### src/rtl/i2c_bus_arbiter_if.sv
// Command/handshake bundle between i2c_bus_arbiter (master side) and one uii2c instance (slave side).
interface i2c_bus_arbiter_if;
  logic        iic_en;
  logic [31:0] iic_wr_data;
  logic [7:0]  iic_wr_cnt;
  logic [7:0]  iic_rd_cnt;
  logic        iic_mode;
  logic        iic_busy;
  logic [7:0]  iic_rd_data;

  modport master (
    output iic_en,
    output iic_wr_data,
    output iic_wr_cnt,
    output iic_rd_cnt,
    output iic_mode,
    input  iic_busy,
    input  iic_rd_data
  );

  modport slave (
    input  iic_en,
    input  iic_wr_data,
    input  iic_wr_cnt,
    input  iic_rd_cnt,
    input  iic_mode,
    output iic_busy,
    output iic_rd_data
  );
endinterface

### src/rtl/i2c_bus_arbiter.sv
// Round-robin arbiter sharing one uii2c master between NREQ requesters.
// Optional transaction watchdog enabled by defining I2C_ARB_TIMEOUT_EN.
module i2c_bus_arbiter #(
  parameter int          NREQ      = 2,
  parameter int unsigned TO_CYCLES = 2000000
) (
  input  logic                 clk_i,
  input  logic                 rst_n,
  input  logic [NREQ-1:0]      req,
  input  logic [32*NREQ-1:0]   req_wr_data,
  input  logic [8*NREQ-1:0]    req_wr_cnt,
  input  logic [8*NREQ-1:0]    req_rd_cnt,
  input  logic [NREQ-1:0]      req_mode,
  output logic [NREQ-1:0]      gnt,
  output logic [NREQ-1:0]      done,
  output logic                 err,
  output logic [7:0]           rd_data_o,
  i2c_bus_arbiter_if.master    iic
);

  localparam int PW = $clog2(NREQ);

  if (NREQ < 2 || NREQ > 4 || TO_CYCLES == 0) begin : g_bad_param
    $error("i2c_bus_arbiter: NREQ must be 2..4 and TO_CYCLES nonzero");
  end

  typedef enum logic [2:0] {
    S_IDLE,
    S_ARB,
    S_START,
    S_RUN,
    S_DONE
  } state_t;

  state_t        state_reg;
  logic [PW-1:0] ptr_reg;

  logic [31:0] wr_data_arr [NREQ];
  logic [7:0]  wr_cnt_arr  [NREQ];
  logic [7:0]  rd_cnt_arr  [NREQ];

  for (genvar gi = 0; gi < NREQ; gi++) begin : g_slot
    assign wr_data_arr[gi] = req_wr_data[32*gi +: 32];
    assign wr_cnt_arr[gi]  = req_wr_cnt[8*gi +: 8];
    assign rd_cnt_arr[gi]  = req_rd_cnt[8*gi +: 8];
  end

  // Search upward from the pointer with wrap-around; first asserted request wins.
  logic            win_valid;
  logic [PW-1:0]   win_idx;
  logic [NREQ-1:0] win_onehot;
  logic [PW:0]     cand;
  logic [PW-1:0]   ptr_next;

  always_comb begin
    win_valid  = 1'b0;
    win_idx    = '0;
    win_onehot = '0;
    cand       = '0;
    for (int i = 0; i < NREQ; i++) begin
      cand = {1'b0, ptr_reg} + (PW+1)'(i);
      if (cand >= (PW+1)'(NREQ)) begin
        cand = cand - (PW+1)'(NREQ);
      end
      if (!win_valid && req[cand[PW-1:0]]) begin
        win_valid = 1'b1;
        win_idx   = cand[PW-1:0];
      end
    end
    win_onehot[win_idx] = 1'b1;
  end

  assign ptr_next = (win_idx == PW'(NREQ - 1)) ? '0 : win_idx + PW'(1);

`ifdef I2C_ARB_TIMEOUT_EN
  localparam logic [31:0] TO_LAST = 32'(TO_CYCLES - 1);
  logic [31:0] timer_reg;
  logic        err_reg;
  assign err = err_reg;
`else
  assign err = 1'b0;
`endif

  always_ff @(posedge clk_i or negedge rst_n) begin
    if (!rst_n) begin
      state_reg       <= S_IDLE;
      ptr_reg         <= '0;
      gnt             <= '0;
      done            <= '0;
      rd_data_o       <= '0;
      iic.iic_en      <= 1'b0;
      iic.iic_wr_data <= '0;
      iic.iic_wr_cnt  <= '0;
      iic.iic_rd_cnt  <= '0;
      iic.iic_mode    <= 1'b0;
`ifdef I2C_ARB_TIMEOUT_EN
      timer_reg       <= '0;
      err_reg         <= 1'b0;
`endif
    end else begin
      done <= '0;
`ifdef I2C_ARB_TIMEOUT_EN
      err_reg <= 1'b0;
`endif
      case (state_reg)
        S_IDLE: begin
          // A busy bus here is a transfer we no longer own (reset or timeout abort).
          if (|req && !iic.iic_busy) begin
            state_reg <= S_ARB;
          end
        end

        S_ARB: begin
`ifdef I2C_ARB_TIMEOUT_EN
          timer_reg <= '0;
`endif
          if (win_valid) begin
            gnt             <= win_onehot;
            iic.iic_wr_data <= wr_data_arr[win_idx];
            iic.iic_wr_cnt  <= wr_cnt_arr[win_idx];
            iic.iic_rd_cnt  <= rd_cnt_arr[win_idx];
            iic.iic_mode    <= req_mode[win_idx];
            iic.iic_en      <= 1'b1;
            ptr_reg         <= ptr_next;
            state_reg       <= S_START;
          end else begin
            state_reg <= S_IDLE;
          end
        end

        S_START, S_RUN: begin
`ifdef I2C_ARB_TIMEOUT_EN
          timer_reg <= timer_reg + 32'd1;
          if (timer_reg == TO_LAST) begin
            iic.iic_en <= 1'b0;
            done       <= gnt;
            err_reg    <= 1'b1;
            state_reg  <= S_DONE;
          end else
`endif
          if (state_reg == S_START) begin
            if (iic.iic_busy) begin
              iic.iic_en <= 1'b0;
              state_reg  <= S_RUN;
            end
          end else if (!iic.iic_busy) begin
            rd_data_o <= iic.iic_rd_data;
            done      <= gnt;
            state_reg <= S_DONE;
          end
        end

        S_DONE: begin
          gnt       <= '0;
          state_reg <= S_IDLE;
        end

        default: begin
          state_reg <= S_IDLE;
        end
      endcase
    end
  end

endmodule

### src/flat_wrapper.sv
// flat-port wrapper written by rule: the top's interface ports become plain ports
module i2c_bus_arbiter_flat 
#(
  parameter int          NREQ      = 2,
  parameter int unsigned TO_CYCLES = 2000000
)
  (clk_i, rst_n, req, req_wr_data, req_wr_cnt, req_rd_cnt, req_mode, gnt, done, err, rd_data_o, iic_iic_en, iic_iic_wr_data, iic_iic_wr_cnt, iic_iic_rd_cnt, iic_iic_mode, iic_iic_busy, iic_iic_rd_data);
  i2c_bus_arbiter_if iic_i ();
  input  logic clk_i;
  input  logic rst_n;
  input  logic [NREQ-1:0] req;
  input  logic [32*NREQ-1:0] req_wr_data;
  input  logic [8*NREQ-1:0] req_wr_cnt;
  input  logic [8*NREQ-1:0] req_rd_cnt;
  input  logic [NREQ-1:0] req_mode;
  output logic [NREQ-1:0] gnt;
  output logic [NREQ-1:0] done;
  output logic err;
  output logic [7:0] rd_data_o;
  output wire logic [$bits(iic_i.iic_en)-1:0] iic_iic_en;
  output wire logic [$bits(iic_i.iic_wr_data)-1:0] iic_iic_wr_data;
  output wire logic [$bits(iic_i.iic_wr_cnt)-1:0] iic_iic_wr_cnt;
  output wire logic [$bits(iic_i.iic_rd_cnt)-1:0] iic_iic_rd_cnt;
  output wire logic [$bits(iic_i.iic_mode)-1:0] iic_iic_mode;
  input wire logic [$bits(iic_i.iic_busy)-1:0] iic_iic_busy;
  input wire logic [$bits(iic_i.iic_rd_data)-1:0] iic_iic_rd_data;
  assign iic_iic_en = iic_i.iic_en;
  assign iic_iic_wr_data = iic_i.iic_wr_data;
  assign iic_iic_wr_cnt = iic_i.iic_wr_cnt;
  assign iic_iic_rd_cnt = iic_i.iic_rd_cnt;
  assign iic_iic_mode = iic_i.iic_mode;
  assign iic_i.iic_busy = iic_iic_busy;
  assign iic_i.iic_rd_data = iic_iic_rd_data;
  i2c_bus_arbiter #(.NREQ(NREQ), .TO_CYCLES(TO_CYCLES)) u_core (.clk_i(clk_i), .rst_n(rst_n), .req(req), .req_wr_data(req_wr_data), .req_wr_cnt(req_wr_cnt), .req_rd_cnt(req_rd_cnt), .req_mode(req_mode), .gnt(gnt), .done(done), .err(err), .rd_data_o(rd_data_o), .iic(iic_i));
endmodule
### config.mk
export PLATFORM = sky130hd
export DESIGN_NAME = i2c_bus_arbiter_flat
export DESIGN_NICKNAME = d
export VERILOG_FILES = /design/src/rtl/i2c_bus_arbiter_if.sv /design/src/rtl/i2c_bus_arbiter.sv /design/src/flat_wrapper.sv
export SDC_FILE = /design/constraint.sdc
export NUM_CORES = 1
export LEC_CHECK = 0
export CAP_MARGIN = 40
export CORE_MARGIN = 2
export CORE_UTILIZATION = 43
export CTS_BUF_LIST = sky130_fd_sc_hd__clkbuf_8 sky130_fd_sc_hd__clkbuf_16
export CTS_CLUSTER_SIZE = 24
export DETAILED_ROUTE_END_ITERATION = 12
export PLACE_DENSITY_LB_ADDON = 0.3
export SLEW_MARGIN = 25
export SYNTH_ARGS = -nofsm -noshare
export SYNTH_HDL_FRONTEND = slang
export SYNTH_SLANG_ARGS = --single-unit
### constraint.sdc
create_clock -name clk_i -period 2.1 [get_ports clk_i]
set_input_delay 0.21 -clock clk_i [delete_from_list [all_inputs] [get_ports clk_i]]
set_output_delay 0.21 -clock clk_i [all_outputs]
set_load 0.05 [all_outputs]
# Word level (Yosys, flattened, before mapping)
# Cells that the tools add are included.
word_totals:
  out_inout_bits: 63
  reg_bits: 66
  input_bits: 111
  wordCells: 88
classes:
  eq_ne: 10
  addsub: 4
  mux: 39
  n_reduce_logical: 15
  n_bitwise: 3
  order_cmp: 7
ops:
  columns: ["cell", "n"]
  rows:
  - ["32-bit 2-to-1 mux", 3]
  - ["8-bit 2-to-1 mux", 6]
  - ["1-bit 2-to-1 mux", 17]
  - ["3-bit 2-to-1 mux", 4]
  - ["2-bit 2-to-1 mux", 5]
  - ["3-bit case mux with 3 select lines", 1]
  - ["3-bit by 2-bit equality test with 1-bit output, second input constant", 2]
  - ["1-bit by 2-bit < comparator with 1-bit output, second input constant", 3]
  - ["2-bit by 1-bit != test with 1-bit output, second input constant", 3]
  - ["3-bit AND reduction", 2]
  - ["2-bit >= comparator, second input constant", 2]
  - ["2-bit case mux with 2 select lines", 1]
  - ["2-bit AND reduction", 2]
  - ["4-bit AND reduction", 1]
  - ["2-bit nonzero test", 2]
  - ["2-bit OR reduction", 2]
  - ["3-bit by 1-bit equality test with 1-bit output, second input constant", 1]
  - ["3-bit equality test, second input constant", 1]
  - ["1-bit logical AND", 3]
  - ["3-bit zero test", 1]
  - ["3-bit by 2-bit != test with 1-bit output, second input constant", 1]
  - ["3-bit != test, second input constant", 1]
  - ["1-bit by 1-bit adder with 2-bit output, second input constant", 1]
  - ["1-bit by 2-bit >= comparator with 1-bit output, second input constant", 1]
  - ["9 further kinds", 12]

# Depth between registers and ports, before layout
# Gate-level depths: netlist of run 1.
depth:
  word_depth: 14
  depth_mapped: 8
  mapped_depth_nobuf: 3

# Least setup slack after synthesis of run 1
# No wires, ideal clock.
synth_timing:
  path_kind: "register -> register"
  start: "reg u_core.ptr_reg"
  end: "reg u_core.iic.iic_wr_data[29]"
  arrival_ns: 1.295
  setup_slack_ns: 0.675
  stages_incl_launch_ff: 7
  path_cell_list: "dfrtp_1 > nor2b_1 > clkbuf_1 > clkbuf_1 > clkbuf_1 > nand3b_1 > a31oi_1"
synth_via:
  elab_chain_cells: 12
  elab_cells_between_ends: 22
synth_rtl:
  columns: ["element", "line_no", "rtl"]
  rows:
  - ["start: declaration", "i2c_bus_arbiter.sv:36", "logic [PW-1:0] ptr_reg;"]
  - ["start signal: assignment", "i2c_bus_arbiter.sv:124", "ptr_reg <= ptr_next;"]
  - ["1-bit by 2-bit >= comparator with 1-bit output or 1-bit subtractor (tied branches)", "i2c_bus_arbiter.sv:62, i2c_bus_arbiter.sv:63", null]
  - ["1-bit 2-to-1 mux", "i2c_bus_arbiter.sv:62", "if (cand >= (PW+1)'(NREQ)) begin"]
  - ["1-bit 2-to-1 mux (implied by the code) (2 in a row)", "i2c_bus_arbiter.sv:65", "if (!win_valid && req[cand[PW-1:0]]) begin"]
  - ["1-bit 2-to-1 mux", "i2c_bus_arbiter.sv:65", null]
  - ["1-bit zero test", "i2c_bus_arbiter.sv:65", null]
  - ["1-bit logical AND", "i2c_bus_arbiter.sv:65", null]
  - ["1-bit 2-to-1 mux", "i2c_bus_arbiter.sv:65", null]
  - ["1-bit inverter with 2-bit output (implied by the code)", "i2c_bus_arbiter.sv:119", "iic.iic_wr_data <= wr_data_arr[win_idx];"]
  - ["32-bit 2-to-1 mux (implied by the code) (3 in a row)", "i2c_bus_arbiter.sv:119", null]
  - ["end signal: assignment", "i2c_bus_arbiter.sv:119", null]
  - ["end: declaration", "i2c_bus_arbiter_if.sv:13", "output iic_wr_data,"]
# Several ways; a longest one is shown, not always the timed one. The select of a mux whose other input is x is not followed.
# A chain may end at the register's enable or synchronous reset.

# Worst setup path after layout of run 1
layout_timing:
  start: "reg u_core.gnt[1]"
  end: "out gnt[1]"
layout_rtl:
  columns: ["element", "line_no", "rtl"]
  rows:
  - ["start: declaration", "i2c_bus_arbiter.sv:14", "output logic [NREQ-1:0] gnt,"]
  - ["start signal: assignment", "i2c_bus_arbiter.sv:118", "gnt <= win_onehot;"]
  - ["end: declaration", "flat_wrapper.sv:16", "output logic [NREQ-1:0] gnt;"]
# No word-level cell between the ends.

==> impl_results.md, run 1 <==
- Synth Area in Simple Gates: 0.143
- Core Area: 0.00729 mm²
- Mapped Area: 0.00326 mm²
- Pin count of the biggest net entering global routing: 83
- Setup crit end kind: output port
- Avg Vias per Cell: 5.57
- Total routed wirelength: 10200 µm
- Sequential area share after synthesis: 0.507
- CTS root buffer: clkbuf_8
- Area grow syn2layout: 60.1%
- Synth Instances: 339
- Most frequent cells in the layout: 170 x clkdlybuf4s50_1, 66 x dfrtp_1, 51 x o21ai_0, 51 x a21oi_1
- FP Rows: 31
- Crit Path Max Fanout: 3
- Outcome: complete, no violations
- IO Pins: 174
- Worst-path clk slew: 0.07 ns
- Initial antenna violation count: 0
- Rel. slew slack: 0.536
- Layout cells sized above 1: 0.0806
- Period utilization: 0.834
- Reg with most FFs: u_core.iic.iic_wr_data
- Fin nets: 603
- Clock sinks: 66
- Post-synth EDFFs: 0
- Max_cap viols: 0
- All-layer global routing usage: 0.246
- CP Class: reg -> out
- Final Non-Filler Cells: 595
- Worst path bufs/invs: 1
- Overflow after GRT: 0
- Most common cell after layout, fill and taps aside: clkdlybuf4s50_1
- Syn nets: 450
- Die Wd: 91.1 µm
- Initial DRC count: 171
- Maximum resistive drop on vdd: 777 µV
- Dpl hpwl: 7050 µm
- Register bit total from synthesis: 66
- CTS H-Tree Depth: 3
- Cts bufs inserted: 9
- Die Ht: 91.1 µm
- Yosys cell types: 26
- Max-slew violation count: 0
- RSZ-0062 raised after global routing: no
- Static leakage: 1.98 nW
- Initial core utilization: 0.447
- CTS Buffer Depth: 2
- Worst-margin pin slew: 0.696 ns
- Final Hold Viols: 0
- Vias in the first global route: 3343
- Final ANT Viol Nets: 0
- Critical Path Source Type: flip-flop
- Diode count: 0
- Post-route cell area: 0.00522 mm²
- Crit path DAT: 1.54 ns
- Placed cell count: 579
- Tightest Hold Check Type: in -> reg
- Post-Synth Adder-Cell Area: 0
- TritonRoute pass-1 iters: 4
- CP delay by family, top: buffers and inverters
- First-pass GRT wire length: 16400 µm
- Wire per inst: 17.1 µm
- Largest register FFs: 32
- Worst path required time: 1.89 ns
- CP max stage delay: 0.82 ns
- Placed inst area: 0.00502 mm²
- Yosys warns: 0
- Post-Syn Area per Cell: 9.62 µm²
- CTS tree: done
- Synth Area in XOR/XNOR: 0
- Largest family of logic cells by synthesized area: compound AO/OA/AOI/OAI gates
- Worst-Skew Late Latency: 0.33 ns
- Tmin final: 1.75 ns
- Peak Freq: 571 MHz
- Crit-path slowest cell: clkdlybuf4s50_1
- Via count: 3312
- Final Setup Violations: 0
- Async set-or-reset flop fraction in the synthesized netlist: 1.00
- I/O Buffers: 172
- Post-CTS sizing: 0
- Commonest register cell after synthesis: dfrtp_1
- P per Cell Area: 1590 mW/mm²
- Post-synthesis compound-gate area fraction: 0.260
- Mux cell area share after synthesis: 0.0276
- Setup TNS: 0 ns
- Skew final: 0.00333 ns
- GPL Wtd Cong: 0.764
- Crit-path cells: clkdlybuf4s50_1
- DRC: 0
- Die footprint: 0.00830 mm²
-- per-stage QoR --
stage	hold slack [ns]	total power, mW	worst slack [ns]	util
3_3_place_gp	0.288	7.19	0.266	0.688
2_1_floorplan	-0.0856	5.53	0.675	-
3_5_place_dp	0.297	7.30	0.184	0.688
6_report	0.419	8.31	0.349	0.716
5_1_grt	0.434	8.74	0.311	0.716
4_1_cts	0.407	8.36	0.325	0.716
-- path summary, 6_finish.rpt --
check,startpoint,slack (ns),end,cells past startpoint
worst max register to register,u_core.state_reg[2],0.46,u_core.iic.iic_wr_data[13],3
worst max-delay path,u_core.gnt[1],0.35,gnt[1],1
min in group asynchronous,rst_n,0.47,u_core.iic.iic_wr_data[30],2
worst min register to register,u_core.rd_data_o[6],0.51,u_core.rd_data_o[6],1
worst min-delay path,req[1],0.42,u_core.iic.iic_rd_cnt[1],4
max in group asynchronous,rst_n,0.99,u_core.iic.iic_rd_cnt[5],3
-- where the power goes --
part | leakage (nW) | total, mW | internal [mW] | switching, mW
clock network | 0.0941 | 1.05 | 0.569 | 0.478
logic | 1.13 | 4.99 | 1.78 | 3.21
registers | 0.754 | 2.27 | 1.90 | 0.370
total | 1.98 | 8.31 | 4.25 | 4.06
-- synthesized netlist by cell type, drive strengths merged (2+ instances only) --
master | n | area share
mux2 | 8 | 0.028
nand2 | 2 | 0.0023
a21oi | 51 | 0.078
a31oi | 49 | 0.094
nor3b | 2 | 0.0046
clkbuf | 31 | 0.036
dfrtp | 66 | 0.51
o21ai | 51 | 0.078
nor2b | 3 | 0.0058
buf | 11 | 0.025
nand3b | 49 | 0.11
and2 | 3 | 0.0065
nand2b | 2 | 0.0038
nor2 | 3 | 0.0035
-- layout make-up --
cell class | instances | area (µm²)
Clock buffer | 10 | 138
Clock inverter | 5 | 55.1
Fill cell | 578 | 2070
Inverter | 1 | 3.75
Multi-Input combinational cell | 230 | 1420
Sequential cell | 66 | 1650
Tap cell | 99 | 124
Timing Repair Buffer | 184 | 1830
-- repair_timing --
action,4_1_cts,5_1_grt
buffers inserted,0,0
endpoints found under the hold margin,29,0
setup endpoints to repair,0,0
hold buffers,1,0
-- tightest hold or removal path: cells and delay by family --
kind	cells	cell delay, ns
and+or+nand+nor	1	0.11
buffers and inverters	2	0.33
AOI/OAI and AO/OA	1	0.07
-- kinds of logic (layout without fill, tap and decap cells) --
kind of cell    Yosys count  count (layout)
flops                    66              66
simple gates             66              66
other cells               1               1
mux                       8               8
compound gates          155             155
buf+inv                  43             200
-- layer usage --
layer / up-vias / global-route usage / part of all wire / wire, µm
li1: 1561 / - / - / -
met1: 1599 / 0.308 / 0.40 / 4090
met2: 132 / 0.422 / 0.51 / 5190
met3: 20 / 0.0456 / 0.064 / 653
met4: 0 / 0.0934 / 0.023 / 230
met5: - / 0 / 0 / 0
Note: power is estimated with default switching activity, not from simulation.
==> run 2, diff against run 1 <==
--- a/config.mk
+++ b/config.mk
@@ -7,7 +7,7 @@
 export LEC_CHECK = 0
 export CAP_MARGIN = 40
 export CORE_MARGIN = 2
-export CORE_UTILIZATION = 43
+export CORE_UTILIZATION = 39
 export CTS_BUF_LIST = sky130_fd_sc_hd__clkbuf_8 sky130_fd_sc_hd__clkbuf_16
 export CTS_CLUSTER_SIZE = 24
 export DETAILED_ROUTE_END_ITERATION = 12
==> constraint.sdc (replaced) <==
create_clock -name clk_i -period 1.83 [get_ports clk_i]
set_input_delay 0.183 -clock clk_i [delete_from_list [all_inputs] [get_ports clk_i]]
set_output_delay 0.183 -clock clk_i [all_outputs]
set_load 0.05 [all_outputs]
==> run 2 against run 1 <==
Net effect: core utilization is 7.1 points lower; worst hold slack worse by 0.15 ns; register-to-register slack got worse by 0.24 ns; design area is 1.0% higher; global-route usage shrank 2.6 points; sequential share of layout area is 0.32 points lower; flip-flop and latch count unchanged; total power rose by 17%; first-iteration DRC count decreased by 11%; largest cell class unchanged.
==> impl_results.md, run 2 (synthesized netlist as in run 1, its figures left out) <==
- Outcome: complete, no violations
- CTS tree: done
- Met2 Use GR: 0.374 (-0.0484)
- Worst-path clk slew: 0.08 ns (about the same)
- CP delay by family, top: buffers and inverters
- Initial core utilization: 0.399 (-0.0483)
- M3 GR Usage: 0.0427 (-0.00296)
- Max_cap viols: 0 (unchanged)
- FP Rows: 33 (+6.5%)
- Final ANT Viol Nets: 0 (unchanged)
- Period utilization: 0.943
- Peak Freq: 580 MHz
- Area grow syn2layout: 61.7%
- Crit Path Max Fanout: 3 (unchanged)
- Final setup margin: 0.105 ns (-0.244 ns)
- DRC: 0 (unchanged)
- Pre-CTS WS: 0.186 ns (+0.00214 ns)
- First-pass GRT wire length: 15500 µm (-5.3%)
- Crit-path slowest cell: clkdlybuf4s50_1
- Crit path DAT: 1.54 ns (about the same)
- Critical Path Source Type: flip-flop
- Most frequent cells in the layout: 170 x clkdlybuf4s50_1, 66 x dfrtp_1, 51 x o21ai_0, 51 x a21oi_1
- Layout cells sized above 1: 0.0880 (+0.00735)
- Maximum resistive drop on vdd: 1010 µV (+30%)
- GPL Wtd Cong: 0.818 (+7.0%)
- Post-route cell area: 0.00527 mm² (+1.0%)
- Placed inst area: 0.00504 mm² (+0.35%)
- Worst path bufs/invs: 1 (unchanged)
- Overflow after GRT: 0 (unchanged)
- All-layer global routing usage: 0.220 (-0.0264)
- Static leakage: 2.01 nW (+1.5%)
- Most common cell after layout, fill and taps aside: clkdlybuf4s50_1
- Via count: 3291 (-0.63%)
- Final Setup Violations: 0 (unchanged)
- Vias in the first global route: 3218 (-3.7%)
- P per Cell Area: 1840 mW/mm² (+16%)
- Setup TNS: 0 ns (unchanged)
- Core Area: 0.00818 mm² (+12%)
- Worst-margin pin slew: 0.543 ns (-0.153 ns)
- Largest register FFs: 32 (unchanged)
- Crit-path cells: clkdlybuf4s50_1
- RSZ-0062 raised after global routing: no
- Diode count: 0 (unchanged)
- Die Wd: 95.4 µm (+4.8%)
- Tmin final: 1.72 ns
- Worst-Skew Late Latency: 0.33 ns (about the same)
- Wire per inst: 16.8 µm (-1.8%)
- I/O Buffers: 172 (unchanged)
- CTS root buffer: clkbuf_8
- Minimum hold slack: 0.265 ns (-0.154 ns)
- CP Class: reg -> out
- Initial antenna violation count: 0 (unchanged)
- Max-slew violation count: 0 (unchanged)
- Rel. slew slack: 0.637 (+0.101)
- Clock sinks: 66 (unchanged)
- Die Ht: 95.4 µm (+4.8%)
- Final Hold Viols: 0 (unchanged)
- TritonRoute pass-1 iters: 5 (+1)
- Grt met1 use: 0.279 (-0.0290)
- CTS Buffer Depth: 2 (unchanged)
- Skew final: 0.0114 ns (+0.00808 ns)
- Total routed wirelength: 10100 µm (-0.15%)
- Die footprint: 0.00911 mm² (+9.8%)
- CTS H-Tree Depth: 3 (unchanged)
- Dpl hpwl: 7070 µm (+0.36%)
- PnR Total Power: 9.71 mW (+17%)
- Most Crowded Layer GR: met2
- Avg Vias per Cell: 5.44 (-2.3%)
- CP max stage delay: 0.83 ns (about the same)
- Initial DRC count: 153 (-11%)
- Reg with most FFs: u_core.iic.iic_wr_data
- Tightest Hold Check Type: in -> reg
- Pin count of the biggest net entering global routing: 67 (-19%)
- Cts bufs inserted: 9 (unchanged)
- Fin nets: 606 (+0.50%)
- IO Pins: 174 (unchanged)
- Worst path required time: 1.65 ns (-0.24 ns)
- Setup crit end kind: output port
## run 2: cell types whose count changed in the layout (fill, tap and decap cells not counted), sizes merged
cell	change
clkinvlp	-1
buf	+3
bufinv	+1
clkinv	+1
## run 2: worst paths after layout
kind | slack (ns) | end | depth (start not counted) | from
max in group asynchronous | 1.13 | u_core.iic.iic_rd_cnt[3] | 3 | rst_n
setup reg to reg | 0.22 | u_core.iic.iic_wr_data[19] | 3 | u_core.state_reg[2]
hold reg to reg | 0.51 | u_core.rd_data_o[0] | 1 | u_core.rd_data_o[0]
setup / recovery | 0.11 | gnt[0] | 1 | u_core.gnt[0]
min in group asynchronous | 0.41 | u_core.iic.iic_wr_cnt[4] | 3 | rst_n
hold / removal | 0.26 | u_core.iic.iic_rd_cnt[1] | 3 | req[1]
## run 2: cell type report
cell class | count | area (µm²)
fillers | 679 | 2900
repair buffers | 187 | 1840
flip-flops and latches | 66 | 1650
multi-input cells | 230 | 1420
clock buffers | 10 | 138
well taps | 105 | 131
clock inverters | 6 | 90.1
inverters | 1 | 3.75
## run 2: stage by stage
step / utilization / cells
after floorplan: - / 339
after CTS: 0.645 / 605
after global routing: 0.645 / 605
after global placement: 0.616 / 588
final: 0.645 / 605
after detailed placement: 0.616 / 588
## run 2: what timing repair did
item	CTS	global route
hold buffers	1	0
resized for setup	0	0
buffers inserted	0	0
endpoints found under the hold margin	66	0
## run 2: power breakdown
group          leakage [nW]  internal (mW)  total [mW]  switching [mW]
combinational          1.14           2.05        5.72            3.67
sequential            0.754           2.18        2.61           0.429
clock                 0.112          0.807        1.38           0.572
## run 2: routing by layer
layer | share of wire | vias up | wire length, µm
met5 | 0 | - | 0
met1 | 0.41 | 1593 | 4150
met2 | 0.51 | 127 | 5140
met4 | 0.014 | 0 | 141
li1 | - | 1561 | -
met3 | 0.071 | 10 | 717
==> run 3, diff against run 2 <==
--- a/config.mk
+++ b/config.mk
@@ -7,7 +7,7 @@
 export LEC_CHECK = 0
 export CAP_MARGIN = 40
 export CORE_MARGIN = 2
-export CORE_UTILIZATION = 39
+export CORE_UTILIZATION = 36
 export CTS_BUF_LIST = sky130_fd_sc_hd__clkbuf_8 sky130_fd_sc_hd__clkbuf_16
 export CTS_CLUSTER_SIZE = 24
 export DETAILED_ROUTE_END_ITERATION = 12
==> constraint.sdc (replaced) <==
create_clock -name clk_i -period 1.4 [get_ports clk_i]
set_input_delay 0.14 -clock clk_i [delete_from_list [all_inputs] [get_ports clk_i]]
set_output_delay 0.14 -clock clk_i [all_outputs]
set_load 0.05 [all_outputs]
==> run 3 against run 2 <==
Net effect: final cell count increased by 2.8%; clock-buffer cell count unchanged; flip-flop and latch count unchanged; critical path type is now reg -> reg; critical endpoint is now u_core.rd_data_o[1].
==> impl_results.md, run 3 (synthesized netlist as in run 1, its figures left out) <==
- TritonRoute pass-1 iters: 4 (-1)
- Overflow after GRT: 0 (unchanged)
- Die Ht: 99.2 µm (+3.9%)
- DRC: 0 (unchanged)
- Max_cap viols: 0 (unchanged)
- Diode count: 0 (unchanged)
- Initial core utilization: 0.372 (-0.0268)
- Reg with most FFs: u_core.iic.iic_wr_data
- Outcome: complete, no violations
- Met3 wire len: 711 µm (-0.84%)
- Clock sinks: 66 (unchanged)
- Largest register FFs: 32 (unchanged)
- Period utilization: 0.957
- Worst min-delay path startpoint: req[1]
- Pin count of the biggest net entering global routing: 67 (unchanged)
- Worst-path clk slew: 0.08 ns (about the same)
- Peak Freq: 747 MHz
- Setup crit end kind: flip-flop
- Layout cells sized above 1: 0.243 (+0.155)
- Max-slew violation count: 0 (unchanged)
- Most common cell after layout, fill and taps aside: clkdlybuf4s50_1
- I/O Buffers: 172 (unchanged)
- Fin nets: 620 (+2.3%)
- Via count: 3378 (+2.6%)
- Avg Vias per Cell: 5.43 (-0.16%)
- Pre-CTS WS: -0.258 ns (-0.444 ns)
- Worst reg2reg setup slack: 0.06 ns (-0.16 ns)
- Crit Path Max Fanout: 6 (+3)
- Area grow syn2layout: 66.8%
- Initial DRC count: 136 (-11%)
- P per Cell Area: 2440 mW/mm² (+33%)
- Core Area: 0.00876 mm² (+7.2%)
- Reg2reg end: u_core.rd_data_o[1]
- FP Rows: 34 (+3.0%)
- Die footprint: 0.00983 mm² (+8.0%)
- Final Setup Violations: 0 (unchanged)
- Vias in the first global route: 3354 (+4.2%)
- Placed cell count: 597 (+1.5%)
- Die Wd: 99.2 µm (+3.9%)
- Hold endpoint: u_core.iic.iic_wr_data[20]
- Hold depth: 4 (+1)
- Maximum resistive drop on vdd: 1090 µV (+7.6%)
- CP Class: reg -> reg
- Tmin final: 1.34 ns
- Total routed wirelength: 10800 µm (+6.9%)
- CTS Buffer Depth: 2 (unchanged)
- Final Non-Filler Cells: 622 (+2.8%)
- Tightest Hold Check Type: in -> reg
- Met2 wire length: 5600 µm (+9.1%)
- IO Pins: 174 (unchanged)
- Crit path DAT: 1.56 ns (+0.02 ns)
- Wire per inst: 17.4 µm (+4.0%)
- First-pass GRT wire length: 16800 µm (+7.9%)
- Final Hold Viols: 0 (unchanged)
- Cts bufs inserted: 9 (unchanged)
- CTS tree: done
- Most frequent cells in the layout: 108 x clkdlybuf4s50_1, 71 x buf_4, 66 x dfrtp_1, 51 x o21ai_0, 51 x a21oi_1
- Final setup margin: 0.0605 ns (-0.0447 ns)
- Final ANT Viol Nets: 0 (unchanged)
- FF-to-FF Start: u_core.state_reg[1]
- CTS H-Tree Depth: 3 (unchanged)
- Layout fillers: 718 (+5.7%)
- WL met1: 4340 µm (+4.7%)
- Skew final: 0.0139 ns (+0.00251 ns)
- Worst path required time: 1.62 ns (-0.03 ns)
- Area of the multi-input gates: 0.00149 mm² (+4.7%)
- All-layer global routing usage: 0.215 (-0.00457)
- Dpl hpwl: 7260 µm (+2.7%)
- Static leakage: 2.19 nW (+9.1%)
- Worst-Skew Late Latency: 0.34 ns (about the same)
- Max Used Layer: met4
- Register area: 0.00165 mm² (unchanged)
- Critical Path Source Type: flip-flop
- CTS root buffer: clkbuf_8
- Initial antenna violation count: 0 (unchanged)
- Reg2Reg Depth: 5 (+2)
- GPL Wtd Cong: 0.798 (-2.5%)
run 3: cell count changes in the layout (fill, tap and decap cells not counted), moves of 2 or more:
cell	before	now
clkdlybuf4s50_1	170	108
buf_4	13	71
buf_12	1	11
buf_6	0	5
and2_4	1	4
nor2b_1	2	0
nor2b_4	1	3
run 3: what timing repair did:
item | in CTS | in global routing
gates cloned | 3 | 1
setup endpoints to repair | 51 | 50
endpoints found under the hold margin | 66 | 0
setup buffers | 1 | 3
gates resized for setup | 5 | 15
hold buffers | 1 | 0
pin swaps | 3 | 0
run 3: final cells by class:
type,count,share of cell area
Multi-Input combinational cell,233,0.273
Inverter,1,0.000690
Tap cell,108,0.0248
Clock inverter,6,0.0209
Sequential cell,66,0.304
Timing Repair Buffer,198,0.351
Clock buffer,10,0.0253
run 3: worst max path at each step:
| stage | startpoint | to | slack (ns) | cells after the start |
|---|---|---|---|---|
| global placement | req[0] | u_core.iic.iic_wr_cnt[1] | -0.18 | 4 |
| finish | u_core.state_reg[1] | u_core.rd_data_o[1] | 0.06 | 5 |
| global route | u_core.state_reg[1] | u_core.rd_data_o[1] | -0.009 | 5 |
| CTS | u_core.state_reg[1] | u_core.rd_data_o[1] | -0.02 | 5 |
| detailed placement | req[0] | u_core.iic.iic_wr_data[15] | -0.26 | 4 |
| floorplan | u_core.state_reg[2] | u_core.iic.iic_rd_cnt[0] | 0.0004 | 7 |
run 3: worst max-delay path: stages (launching register included):
cell and delay [ns]:
dfrtp_1 0.41, buf_6 0.14, nand2b_4 0.07, nor2b_4 0.13, buf_6 0.14, mux2_2 0.34
run 3: per-stage QoR:
stage | power [mW] | area (µm²) | hold slack [ns] | TNS, ns | util
after floorplan | 8.30 | 3260 | -0.156 | 0 | -
after global placement | 10.9 | 5040 | 0.186 | -9.55 | 0.575
after detailed placement | 11.0 | 5040 | 0.193 | -12.27 | 0.575
after CTS | 13.2 | 5350 | 0.292 | -0.0525 | 0.611
after global routing | 14.0 | 5440 | 0.322 | -0.0160 | 0.621
final | 13.3 | 5440 | 0.299 | 0 | 0.621
run 3: power breakdown:
group          internal (mW)  switching, mW
registers               2.85          0.628
logic                   2.87           4.96
clock network           1.23          0.756
run 3: routing by layer:
layer | GRT usage | vias to the layer above
met5 | 0 | -
met4 | 0.0759 | 0
met3 | 0.0401 | 18
met2 | 0.376 | 149
met1 | 0.266 | 1620
li1 | - | 1591
